`src/rtl/iso_rx_deframer_pkg.sv`:
```
// Shared constants and types for the DisplayPort sink-side deframer.
// Symbol codes, lane_count encodings, FSM states and the header length.
package iso_rx_pkg;

  localparam logic [7:0] K_BS = 8'hBC;
  localparam logic [7:0] K_SR = 8'h1C;
  localparam logic [7:0] K_BE = 8'hFB;
  localparam logic [7:0] K_FS = 8'hFE;
  localparam logic [7:0] K_FE = 8'hF7;
  localparam logic [7:0] K_SS = 8'h5C;
  localparam logic [7:0] K_SE = 8'hFD;

  localparam logic [1:0] LC_1   = 2'b00;
  localparam logic [1:0] LC_2   = 2'b01;
  localparam logic [1:0] LC_ILL = 2'b10;
  localparam logic [1:0] LC_4   = 2'b11;

  // VB-ID, Mvid[7:0], Maud[7:0]
  localparam int HDR_LEN = 3;

  typedef enum logic [2:0] {
    ST_IDLE   = 3'd0,
    ST_HDR    = 3'd1,
    ST_BLANK  = 3'd2,
    ST_SDP    = 3'd3,
    ST_ACTIVE = 3'd4,
    ST_STUFF  = 3'd5
  } state_t;

  typedef enum logic [2:0] {
    SYM_DATA, SYM_BS, SYM_BE, SYM_FS, SYM_FE, SYM_SS, SYM_SE, SYM_KOTH
  } sym_t;

  // Illegal lane_count falls back to single-lane decode.
  function automatic logic [3:0] lane_mask(input logic [1:0] lc);
    case (lc)
      LC_2:    lane_mask = 4'b0011;
      LC_4:    lane_mask = 4'b1111;
      default: lane_mask = 4'b0001;
    endcase
  endfunction

endpackage

```
`src/rtl/iso_rx_deframer_if.sv`:
```
// De-skewed main-link symbol bus from the lane aligner into the deframer.
interface iso_rx_deframer_if #(
  parameter int SYM_W     = 8,
  parameter int MAX_LANES = 4
);
  logic [MAX_LANES-1:0][SYM_W-1:0] ln_sym;
  logic [MAX_LANES-1:0]            ln_k;
  logic                            ln_vld;

  modport master (output ln_sym, ln_k, ln_vld);
  modport slave  (input  ln_sym, ln_k, ln_vld);
endinterface

```
`src/rtl/iso_rx_deframer_sym_classify.sv`:
```
// Combinational decode of the lane-0 symbol type, plus active-lane mask and
// cross-lane consistency check against lane 0.
module iso_rx_sym_classify
  import iso_rx_pkg::*;
#(
  parameter int SYM_W     = 8,
  parameter int MAX_LANES = 4
) (
  input  logic [MAX_LANES-1:0][SYM_W-1:0] sym_i,
  input  logic [MAX_LANES-1:0]            k_i,
  input  logic [1:0]                      lane_count_i,
  output sym_t                            sym_type_o,
  output logic [MAX_LANES-1:0]            act_mask_o,
  output logic                            lane_mis_o
);

  logic [MAX_LANES-1:0] mis;

  always_comb begin
    sym_type_o = SYM_DATA;
    if (k_i[0]) begin
      case (sym_i[0])
        K_BS, K_SR: sym_type_o = SYM_BS;
        K_BE:       sym_type_o = SYM_BE;
        K_FS:       sym_type_o = SYM_FS;
        K_FE:       sym_type_o = SYM_FE;
        K_SS:       sym_type_o = SYM_SS;
        K_SE:       sym_type_o = SYM_SE;
        default:    sym_type_o = SYM_KOTH;
      endcase
    end
  end

  assign act_mask_o = MAX_LANES'(lane_mask(lane_count_i));

  assign mis[0] = 1'b0;
  for (genvar i = 1; i < MAX_LANES; i++) begin : g_lane
    assign mis[i] = act_mask_o[i] &
                    ((k_i[i] != k_i[0]) |
                     (k_i[i] & k_i[0] & (sym_i[i] != sym_i[0])));
  end

  assign lane_mis_o = |mis;

endmodule

```
`src/rtl/iso_rx_deframer.sv`:
```
// DisplayPort main-link deframer: strips BS/header/BE/stuffing/SDP framing
// and emits active pixel bytes, timing pulses, VB-ID and per-line counts.
module iso_rx_deframer
  import iso_rx_pkg::*;
#(
  parameter int SYM_W     = 8,
  parameter int MAX_LANES = 4,
  parameter int CNT_W     = 16
) (
  input  logic                            clk,
  input  logic                            rst_n,
  input  logic                            rx_en_i,
  input  logic [1:0]                      lane_count_i,
  iso_rx_deframer_if.slave                ln,
  output logic [MAX_LANES-1:0][SYM_W-1:0] rx_pix_data_o,
  output logic [MAX_LANES-1:0]            rx_pix_vld_o,
  output logic                            rx_bs_pulse_o,
  output logic                            rx_be_pulse_o,
  output logic                            rx_vblank_o,
  output logic                            rx_field_o,
  output logic                            rx_no_video_o,
  output logic [7:0]                      rx_mvid_o,
  output logic [CNT_W-1:0]                rx_sym_cnt_o,
  output logic [2:0]                      rx_state_o,
  output logic                            rx_frame_err_o,
  output logic                            rx_lane_err_o,
  output logic                            rx_cfg_err_o
);

  localparam int IDX_W = $clog2(HDR_LEN);

  sym_t                 sym_type;
  logic [MAX_LANES-1:0] act_mask;
  logic                 lane_mis;

  iso_rx_sym_classify #(.SYM_W(SYM_W), .MAX_LANES(MAX_LANES)) u_cls (
    .sym_i        (ln.ln_sym),
    .k_i          (ln.ln_k),
    .lane_count_i (lane_count_i),
    .sym_type_o   (sym_type),
    .act_mask_o   (act_mask),
    .lane_mis_o   (lane_mis)
  );

  state_t                          state_q, state_d;
  logic [IDX_W-1:0]                idx_q, idx_d;
  logic [CNT_W-1:0]                cnt_q, cnt_d;
  logic [MAX_LANES-1:0][SYM_W-1:0] pix_data_q, pix_data_d;
  logic [MAX_LANES-1:0]            pix_vld_q, pix_vld_d;
  logic                            bs_q, bs_d, be_q, be_d;
  logic                            vblank_q, vblank_d, field_q, field_d, nov_q, nov_d;
  logic [7:0]                      mvid_q, mvid_d;
  logic [CNT_W-1:0]                sym_cnt_q, sym_cnt_d;
  logic                            ferr_q, ferr_d, lerr_q, lerr_d, cerr_q, cerr_d;

  always_ff @(posedge clk) begin
    if (!rst_n) begin
      state_q    <= ST_IDLE;
      idx_q      <= '0;
      cnt_q      <= '0;
      pix_data_q <= '0;
      pix_vld_q  <= '0;
      bs_q       <= 1'b0;
      be_q       <= 1'b0;
      vblank_q   <= 1'b0;
      field_q    <= 1'b0;
      nov_q      <= 1'b0;
      mvid_q     <= '0;
      sym_cnt_q  <= '0;
      ferr_q     <= 1'b0;
      lerr_q     <= 1'b0;
      cerr_q     <= 1'b0;
    end else begin
      state_q    <= state_d;
      idx_q      <= idx_d;
      cnt_q      <= cnt_d;
      pix_data_q <= pix_data_d;
      pix_vld_q  <= pix_vld_d;
      bs_q       <= bs_d;
      be_q       <= be_d;
      vblank_q   <= vblank_d;
      field_q    <= field_d;
      nov_q      <= nov_d;
      mvid_q     <= mvid_d;
      sym_cnt_q  <= sym_cnt_d;
      ferr_q     <= ferr_d;
      lerr_q     <= lerr_d;
      cerr_q     <= cerr_d;
    end
  end

  always_comb begin
    state_d    = state_q;
    idx_d      = idx_q;
    cnt_d      = cnt_q;
    pix_data_d = '0;
    pix_vld_d  = '0;
    bs_d       = 1'b0;
    be_d       = 1'b0;
    vblank_d   = vblank_q;
    field_d    = field_q;
    nov_d      = nov_q;
    mvid_d     = mvid_q;
    sym_cnt_d  = sym_cnt_q;
    ferr_d     = ferr_q;
    lerr_d     = lerr_q;
    cerr_d     = cerr_q;

    if (!rx_en_i) begin
      state_d = ST_IDLE;
      idx_d   = '0;
      ferr_d  = 1'b0;
      lerr_d  = 1'b0;
      cerr_d  = 1'b0;
    end else begin
      if (lane_count_i == LC_ILL) cerr_d = 1'b1;
      if (ln.ln_vld) begin
        if (lane_mis) lerr_d = 1'b1;
        // Every BS/SR on lane 0 marks a line boundary, whatever it triggers.
        if (sym_type == SYM_BS) bs_d = 1'b1;

        case (state_q)
          ST_IDLE: begin
            if (sym_type == SYM_BS) begin
              state_d = ST_HDR;
              idx_d   = '0;
            end
          end

          ST_HDR: begin
            if (sym_type != SYM_DATA) begin
              ferr_d  = 1'b1;
              state_d = ST_IDLE;
            end else begin
              if (idx_q == '0) begin
                vblank_d = ln.ln_sym[0][0];
                field_d  = ln.ln_sym[0][1];
                nov_d    = ln.ln_sym[0][3];
              end
              if (idx_q == IDX_W'(1)) mvid_d = ln.ln_sym[0][7:0];
              if (idx_q == IDX_W'(HDR_LEN-1)) begin
                state_d = ST_BLANK;
                idx_d   = '0;
              end else begin
                idx_d = idx_q + 1'b1;
              end
            end
          end

          ST_BLANK: begin
            case (sym_type)
              SYM_SS: state_d = ST_SDP;
              SYM_BS: begin
                state_d = ST_HDR;
                idx_d   = '0;
              end
              SYM_BE: begin
                if (vblank_q) begin
                  ferr_d = 1'b1;
                end else begin
                  state_d = ST_ACTIVE;
                  be_d    = 1'b1;
                  cnt_d   = '0;
                end
              end
              default: ;
            endcase
          end

          ST_SDP: begin
            if (sym_type == SYM_SE) begin
              state_d = ST_BLANK;
            end else if (sym_type == SYM_BS) begin
              ferr_d  = 1'b1;
              state_d = ST_HDR;
              idx_d   = '0;
            end
          end

          ST_ACTIVE, ST_STUFF: begin
            if (sym_type == SYM_BS) begin
              sym_cnt_d = cnt_q;
              state_d   = ST_HDR;
              idx_d     = '0;
            end else if (sym_type == SYM_DATA) begin
              // Stuffing symbols between FS and FE are dummies.
              if (state_q == ST_ACTIVE) begin
                pix_vld_d = act_mask;
                for (int i = 0; i < MAX_LANES; i++)
                  pix_data_d[i] = act_mask[i] ? ln.ln_sym[i] : '0;
                cnt_d = (&cnt_q) ? cnt_q : cnt_q + 1'b1;
              end
            end else if (state_q == ST_ACTIVE && sym_type == SYM_FS) begin
              state_d = ST_STUFF;
            end else if (state_q == ST_STUFF && sym_type == SYM_FE) begin
              state_d = ST_ACTIVE;
            end else begin
              ferr_d  = 1'b1;
              state_d = ST_IDLE;
            end
          end

          default: state_d = ST_IDLE;
        endcase
      end
    end
  end

  assign rx_pix_data_o  = pix_data_q;
  assign rx_pix_vld_o   = pix_vld_q;
  assign rx_bs_pulse_o  = bs_q;
  assign rx_be_pulse_o  = be_q;
  assign rx_vblank_o    = vblank_q;
  assign rx_field_o     = field_q;
  assign rx_no_video_o  = nov_q;
  assign rx_mvid_o      = mvid_q;
  assign rx_sym_cnt_o   = sym_cnt_q;
  assign rx_state_o     = state_q;
  assign rx_frame_err_o = ferr_q;
  assign rx_lane_err_o  = lerr_q;
  assign rx_cfg_err_o   = cerr_q;

endmodule
```
`src/flat_wrapper.sv`:
```
// flat-port wrapper written by rule: the top's interface ports become plain ports
module iso_rx_deframer_flat import iso_rx_pkg::*;
#(
  parameter int SYM_W     = 8,
  parameter int MAX_LANES = 4,
  parameter int CNT_W     = 16
)
  (clk, rst_n, rx_en_i, lane_count_i, rx_pix_data_o, rx_pix_vld_o, rx_bs_pulse_o, rx_be_pulse_o, rx_vblank_o, rx_field_o, rx_no_video_o, rx_mvid_o, rx_sym_cnt_o, rx_state_o, rx_frame_err_o, rx_lane_err_o, rx_cfg_err_o, ln_ln_sym, ln_ln_k, ln_ln_vld);
  iso_rx_deframer_if #(.SYM_W(SYM_W), .MAX_LANES(MAX_LANES)) ln_i ();
  input  logic clk;
  input  logic rst_n;
  input  logic rx_en_i;
  input  logic [1:0] lane_count_i;
  output logic [MAX_LANES-1:0][SYM_W-1:0] rx_pix_data_o;
  output logic [MAX_LANES-1:0] rx_pix_vld_o;
  output logic rx_bs_pulse_o;
  output logic rx_be_pulse_o;
  output logic rx_vblank_o;
  output logic rx_field_o;
  output logic rx_no_video_o;
  output logic [7:0] rx_mvid_o;
  output logic [CNT_W-1:0] rx_sym_cnt_o;
  output logic [2:0] rx_state_o;
  output logic rx_frame_err_o;
  output logic rx_lane_err_o;
  output logic rx_cfg_err_o;
  input wire logic [$bits(ln_i.ln_sym)-1:0] ln_ln_sym;
  input wire logic [$bits(ln_i.ln_k)-1:0] ln_ln_k;
  input wire logic [$bits(ln_i.ln_vld)-1:0] ln_ln_vld;
  assign ln_i.ln_sym = ln_ln_sym;
  assign ln_i.ln_k = ln_ln_k;
  assign ln_i.ln_vld = ln_ln_vld;
  iso_rx_deframer #(.SYM_W(SYM_W), .MAX_LANES(MAX_LANES), .CNT_W(CNT_W)) u_core (.clk(clk), .rst_n(rst_n), .rx_en_i(rx_en_i), .lane_count_i(lane_count_i), .ln(ln_i), .rx_pix_data_o(rx_pix_data_o), .rx_pix_vld_o(rx_pix_vld_o), .rx_bs_pulse_o(rx_bs_pulse_o), .rx_be_pulse_o(rx_be_pulse_o), .rx_vblank_o(rx_vblank_o), .rx_field_o(rx_field_o), .rx_no_video_o(rx_no_video_o), .rx_mvid_o(rx_mvid_o), .rx_sym_cnt_o(rx_sym_cnt_o), .rx_state_o(rx_state_o), .rx_frame_err_o(rx_frame_err_o), .rx_lane_err_o(rx_lane_err_o), .rx_cfg_err_o(rx_cfg_err_o));
endmodule
```
`config.mk`:
```
export PLATFORM = sky130hd
export DESIGN_NAME = iso_rx_deframer_flat
export DESIGN_NICKNAME = d
export VERILOG_FILES = /design/src/rtl/iso_rx_deframer_pkg.sv /design/src/rtl/iso_rx_deframer_if.sv /design/src/rtl/iso_rx_deframer_sym_classify.sv /design/src/rtl/iso_rx_deframer.sv /design/src/flat_wrapper.sv
export SDC_FILE = /design/constraint.sdc
export NUM_CORES = 1
export LEC_CHECK = 0
export ABC_AREA = 1
export BUFFER_PORTS_ARGS = -buffer_cell sky130_fd_sc_hd__buf_2
export CELL_PAD_IN_SITES_DETAIL_PLACEMENT = 0
export CELL_PAD_IN_SITES_GLOBAL_PLACEMENT = 1
export CORE_MARGIN = 3
export CORE_UTILIZATION = 40
export DETAILED_ROUTE_END_ITERATION = 8
export PLACE_DENSITY_LB_ADDON = 0.15
export SYNTH_ARGS = -nofsm -noshare
export SYNTH_HDL_FRONTEND = slang
export SYNTH_SLANG_ARGS = --single-unit
export TNS_END_PERCENT = 10
```
`constraint.sdc`:
```
create_clock -name clk -period 3.4 [get_ports clk]
set_input_delay 0.34 -clock clk [delete_from_list [all_inputs] [get_ports clk]]
set_output_delay 0.34 -clock clk [all_outputs]
set_load 0.005 [all_outputs]
```
* Yosys cells after proc, flatten, opt, wreduce, memory -nomap -nowiden
Cells that the tools add are included.
** Operators by class
- Bitwise operators :: 23
- Shifts and indexed selects :: 0
- Multiplexer cells :: 38
- $lt $le $gt $ge :: 0
- Eq/ne operators :: 47
- $mul :: 0
- Add/sub/neg operators :: 2
- Divide/modulo/power cells :: 0
- Reductions and logical operators :: 30
** Operators by type and width (number)
- $mux W16 :: 6
- $eq A8 B8 Y1 const B :: 5
- $pmux W16 S2 :: 1
- $reduce_or A8 Y1 :: 4
- $mux W3 :: 10
- $ne A8 B8 Y1 :: 3
- $reduce_and A5 Y1 :: 4
- $pmux W3 S6 :: 1
- $add A16 B1 Y16 const B :: 1
- $ne A2 B2 Y1 const B :: 8
- $reduce_and A16 Y1 :: 1
- $eq A3 B3 Y1 const B :: 5
- $pmux W3 S5 :: 1
- $eq A3 B2 Y1 const B :: 4
- $ne A2 B1 Y1 const B :: 6
- $mux W1 :: 11
- $not A1 Y1 :: 11
- $reduce_and A11 Y1 :: 1
- $and A1 B1 Y1 :: 9
- $pmux W3 S3 :: 1
- $reduce_and A9 Y1 :: 1
- $eq A8 B5 Y1 const B :: 1
- $eq A8 B7 Y1 const B :: 1
- $mux W2 :: 4
- other kinds (26) :: 40
** Word-level totals
- Output and inout port bits :: 71
- Memory bits (read-only) :: 0
- Logic and storage cells :: 158
- Memories kept :: 0
- Memory bits (writable) :: 0
- Latch bits :: 0
- Register bits after elaboration :: 89
- Input bits :: 42

* Logic depth before layout (Yosys ltp)
- Depth in word-level cells :: 11
- Depth in mapped cells :: 17
- Mapped depth without buffers :: 16

* Cells and area by module
A second synthesis with hierarchy kept.
** Unflattened totals
- Cell total of the unflattened synthesis :: 670
- Area total of the unflattened synthesis :: 4396.7 um^2
** By module, submodules not included
- iso_rx_deframer :: times used 1, cells each 546, sequential area each 1781.7 um^2, area each 3768.6 um^2
- iso_rx_sym_classify :: times used 1, cells each 124, sequential area each 0.0 um^2, area each 628.1 um^2

* Worst setup path before layout
OpenSTA, ideal clock, no wires.
- Kind :: input port to flip-flop
- From :: input port ln_ln_sym[0]
- To :: register u_core.cnt_q[6]
- Data arrival time :: 1.834 ns
- Stages on the path :: 16
- Library setup time :: 0.139 ns
- Slack :: 1.427 ns
- Path buffers :: 2
- Required time :: 3.261 ns
- Cell sequence :: buf_4 inv_2 nand2_1 nor2_2 nand2_1 nand2_1 nor2_2 nand2_4 nand4_4 o21bai_4 nand2_4 nor2_8 nand2_8 buf_8 nand2_2 a21oi_2
** Between the ends
- Cells in the longest elaborated chain, start to end :: 7
- Elaborated cells on any way between the ends :: 17
- Those cells by class :: 12 x eq/ne; 2 x mux; 3 x reduce/logical
** Ends and longest elaborated chain
- start, declared :: line flat_wrapper.sv:27 : input wire logic [$bits(ln_i.ln_sym)-1:0] ln_ln_sym;
- $eq A8 B8 Y1 or $eq A8 B5 Y1 (tied branches) :: line iso_rx_deframer_sym_classify.sv:22 : case (sym_i[0])
- $reduce_or A2 Y1 :: line iso_rx_deframer_sym_classify.sv:22
- $pmux W3 S6 (*) :: line iso_rx_deframer_sym_classify.sv:22
- $mux W3 (*) :: line iso_rx_deframer_sym_classify.sv:21 : if (k_i[0]) begin
- $eq A3 B1 Y1 (tied with other cells) :: line iso_rx_deframer.sv:181 : if (sym_type == SYM_BS) begin
- $ne A2 B2 Y1 (no line) or $ne A2 B1 Y1 (tied branches)
- $reduce_and A9 Y1 (no line) (*)
- end signal, assigned :: line iso_rx_deframer.sv:76 : cnt_q <= cnt_d;
- end, declared :: line iso_rx_deframer.sv:47 : logic [CNT_W-1:0] cnt_q, cnt_d;
Mark *: on every way between the ends. The rest lies on a longest branch, timed or not.
A chain may end at the register's enable or synchronous reset.

* Final worst setup path
- From :: register u_core.state_q[2], in the netlist u_core.rx_state_o[2]
- To :: register u_core.cnt_q[5]
** Between the ends
- Cells in the longest elaborated chain, start to end :: 4
- Elaborated cells on any way between the ends :: 13
- Those cells by class :: 9 x eq/ne; 1 x mux; 3 x reduce/logical
** Ends and longest elaborated chain
- start, declared :: line iso_rx_deframer.sv:45 : state_t state_q, state_d;
- start signal, assigned :: line iso_rx_deframer.sv:74 : state_q <= state_d;
- $eq A3 B3 Y1 (on tied branches) :: line iso_rx_deframer.sv:122, iso_rx_deframer.sv:187
- $reduce_or A2 Y1 :: line iso_rx_deframer.sv:122 : case (state_q)
- $ne A2 B1 Y1 (no line) (tied with other cells)
- $reduce_and A9 Y1 (no line)
Several ways; a longest one is shown, not always the timed one.

==> impl_metrics.env <==
export IMPL_syn_avg_cell_area_um2=7.11
export IMPL_peakVddDrop_uv=214
export IMPL_synth_edf_count=0
export IMPL_max_freq_ghz=0.378
export IMPL_crit_path_top_delay_cell="a221oi_4"
export IMPL_hp_class="input pin to flip-flop"
export IMPL_drive_above_1_share=0.246
export IMPL_r2r_end="u_core.cnt_q[5]"
export IMPL_clock_sinks=88
export IMPL_max_cap_violations=0
export IMPL_synth_seq_cells=88
export IMPL_rows=37
export IMPL_gp_congestion=0.895
export IMPL_start_util=0.418
export IMPL_dieWidth_um=111
export IMPL_ys_top_cells_by_area="dfxtp_1 40%, nand2_1 12%, nor2_1 6.7%"
export IMPL_ios=113
export IMPL_hold_depth=3
export IMPL_required_ns=3.59
export IMPL_area_growth_pct=18.7
export IMPL_vias_per_cell=4.85
export IMPL_seq_area_frac_synth=0.401
export IMPL_maxSlewViolCount=0
export IMPL_period_minus_slack_ns=2.64
export IMPL_crit_top_cell="nand2_1"
export IMPL_async_reset_ff_frac=0
export IMPL_die_h_um=111
export IMPL_drtPass1Iterations=5
export IMPL_antennaDiodeCount=0
export IMPL_rr_worst_depth=7
export IMPL_drtIter0Drc=237
export IMPL_clock_latency_ns=0.36
export IMPL_utilization=0.496
export IMPL_total_power_mw=1.99
export IMPL_worst_hold_slack_ns=0.201
export IMPL_grt_overflow_total=0
export IMPL_postSynthCellCount=618
export IMPL_setup_tns_ns=0
export IMPL_vias=4176
export IMPL_min_to="u_core.rx_pix_data_o[29]"
export IMPL_htreeDepth=3
export IMPL_r2r_start="u_core.rx_state_o[2]"
export IMPL_skew_ns=0.00973
export IMPL_syn_nets=664
export IMPL_port_buffers=112
export IMPL_clock_tree_root_cell="clkbuf_8"
export IMPL_layout_nets=766
export IMPL_p_leak_nw=2.38
export IMPL_finalSetupViolCount=0
export IMPL_arrival_ns=2.84
export IMPL_syn_area_mm2=0.00439
export IMPL_cp_cell_sequence="nand2_1 > nand2_1 > o2111ai_1 > a221oi_4 > nand2_8 > nand2_1 > a21oi_1"
export IMPL_yosysTopAreaCellShare=0.401
export IMPL_period_share=0.778
export IMPL_crit_type="flip-flop to flip-flop"
export IMPL_fill_cells=1067
export IMPL_cts_hold_buf=0
export IMPL_grt_pass1_vias=3926
export IMPL_worst_setup_path_start_kind="flip-flop"
export IMPL_multi_input_comb_area_mm2=0.00220
export IMPL_dp_cells=845
export IMPL_drc=0
export IMPL_worstSetupEndpointType="flip-flop"
export IMPL_max_stage_delay_ns=0.72
export IMPL_drtAntennaViolNets=0
export IMPL_grt_pass1_wl_um=19300
export IMPL_die_area_mm2=0.0123
export IMPL_clk_pin_slew_ns=0.09
export IMPL_worstHoldStart="ln_ln_sym[29]"
export IMPL_hpwl_um=8780
export IMPL_final_cell_mix="136 x nand2_1, 112 x buf_2, 88 x dfxtp_1, 78 x nor2_1, 71 x inv_1"
export IMPL_post_drt_wl_per_cell_um=13.6
export IMPL_routed_wl_um=11700
export IMPL_coreArea_mm2=0.0105
export IMPL_yosys_area_top_type="dfxtp_1"
export IMPL_regArea_mm2=0.00176
export IMPL_numCtsBuffers=9
export IMPL_max_slew_worst_pin_slew_ns=1.14
export IMPL_yosys_warnings=0
export IMPL_grtUsageTotal=0.190
export IMPL_grt_setup_unrepaired="no"
export IMPL_cts_tree="done"
export IMPL_cts_buffer_depth=2
export IMPL_layout_commonest_cell="nand2_1"
export IMPL_synthFlopType="dfxtp_1"
export IMPL_finalHoldViolCount=0
export IMPL_max_slew_margin_rel=0.236
export IMPL_antenna_found_initial=0
export IMPL_status="finished clean"
export IMPL_cts_repair_resized=0
export IMPL_p_per_area_mw_per_mm2=381
export IMPL_grt_max_degree=33
export IMPL_layout_cells_non_filler=861
export IMPL_r2r_slack_ns=0.76
export IMPL_critPathMaxFanout=19
export IMPL_synth_cell_types=41
export IMPL_cts_setup_buffers=0
layer usage:
metal | up-vias | GRT usage | wire length (µm)
li1 | 2178 | - | -
met2 | 107 | 0.290 | 5180
met4 | 0 | 0.0452 | 107
met3 | 10 | 0.0426 | 561
met1 | 1881 | 0.272 | 5880
met5 | - | 0 | 0
cells in the mapped netlist, drive strengths merged, types with 2 or more instances:
| master | number |
|---|---|
| buf | 15 |
| clkbuf | 7 |
| ha | 4 |
| nand4 | 18 |
| a21oi | 56 |
| xor2 | 11 |
| a211oi | 2 |
| a21boi | 2 |
| o21ai | 18 |
| inv | 79 |
| a221oi | 2 |
| nor3 | 14 |
| dfxtp | 88 |
| xnor2 | 3 |
| nand2 | 153 |
| nor2 | 87 |
| or2 | 2 |
| nand3 | 47 |
| nor4 | 3 |
worst max path at each step:
stage | startpoint | end | slack, ns | depth (start not counted)
2_1_floorplan | ln_ln_sym[0] | u_core.cnt_q[6] | 1.43 | 16
3_3_place_gp | u_core.rx_state_o[2] | u_core.cnt_q[3] | 0.93 | 7
3_5_place_dp | u_core.rx_state_o[2] | u_core.cnt_q[5] | 0.79 | 7
4_1_cts | u_core.rx_state_o[2] | u_core.cnt_q[5] | 0.78 | 7
5_1_grt | u_core.rx_state_o[2] | u_core.cnt_q[5] | 0.56 | 7
6_report | u_core.rx_state_o[2] | u_core.cnt_q[5] | 0.76 | 7
stage by stage:
stage	setup WS (ns)	instance area, µm²
2_1_floorplan	1.43	4390
3_3_place_gp	0.925	5000
3_5_place_dp	0.789	5000
4_1_cts	0.780	5220
5_1_grt	0.561	5220
6_report	0.755	5220
kinds of logic (layout without fill, tap and decap cells):
group / Yosys count / count (layout) / share of synthesized area
xor+xnor: 14 / 14 / 0.0279
simple gates: 325 / 325 / 0.344
compound gates: 85 / 85 / 0.119
buf+inv: 102 / 209 / 0.0974
flops: 88 / 88 / 0.401
fa+ha+maj: 4 / 4 / 0.0114
sequential cells by signal (all words and copies together) (netlist names):
register               cells
u_core.rx_vblank_o         1
u_core.rx_frame_err_o      1
u_core.rx_state_o          3
u_core.rx_no_video_o       1
u_core.rx_sym_cnt_o       16
u_core.rx_cfg_err_o        1
u_core.rx_pix_vld_o        3
u_core.rx_lane_err_o       1
u_core.rx_pix_data_o      32
u_core.idx_q               2
u_core.rx_mvid_o           8
u_core.rx_field_o          1
u_core.cnt_q              16
u_core.rx_bs_pulse_o       1
u_core.rx_be_pulse_o       1
area by class of cell:
class | count | area share
multi-input cells | 428 | 0.423
flip-flops and latches | 88 | 0.338
repair buffers | 113 | 0.109
inverters | 80 | 0.0576
well taps | 136 | 0.0326
clock buffers | 11 | 0.0252
clock inverters | 5 | 0.0156
worst max-delay path: cells and delay by family, from the launching register on:
family,cells,cell delay [ns]
AND/OR/NAND/NOR,4,0.99
AO/OA/AOI/OAI,3,0.95
flip-flops,1,0.51
power breakdown:
group	switching [mW]	leakage, nW	internal (mW)
Clock	0.386	0.104	0.415
Combinational	0.105	1.57	0.0506
Sequential	0.00180	0.709	1.03
Power figures use the tool's default switching activity.
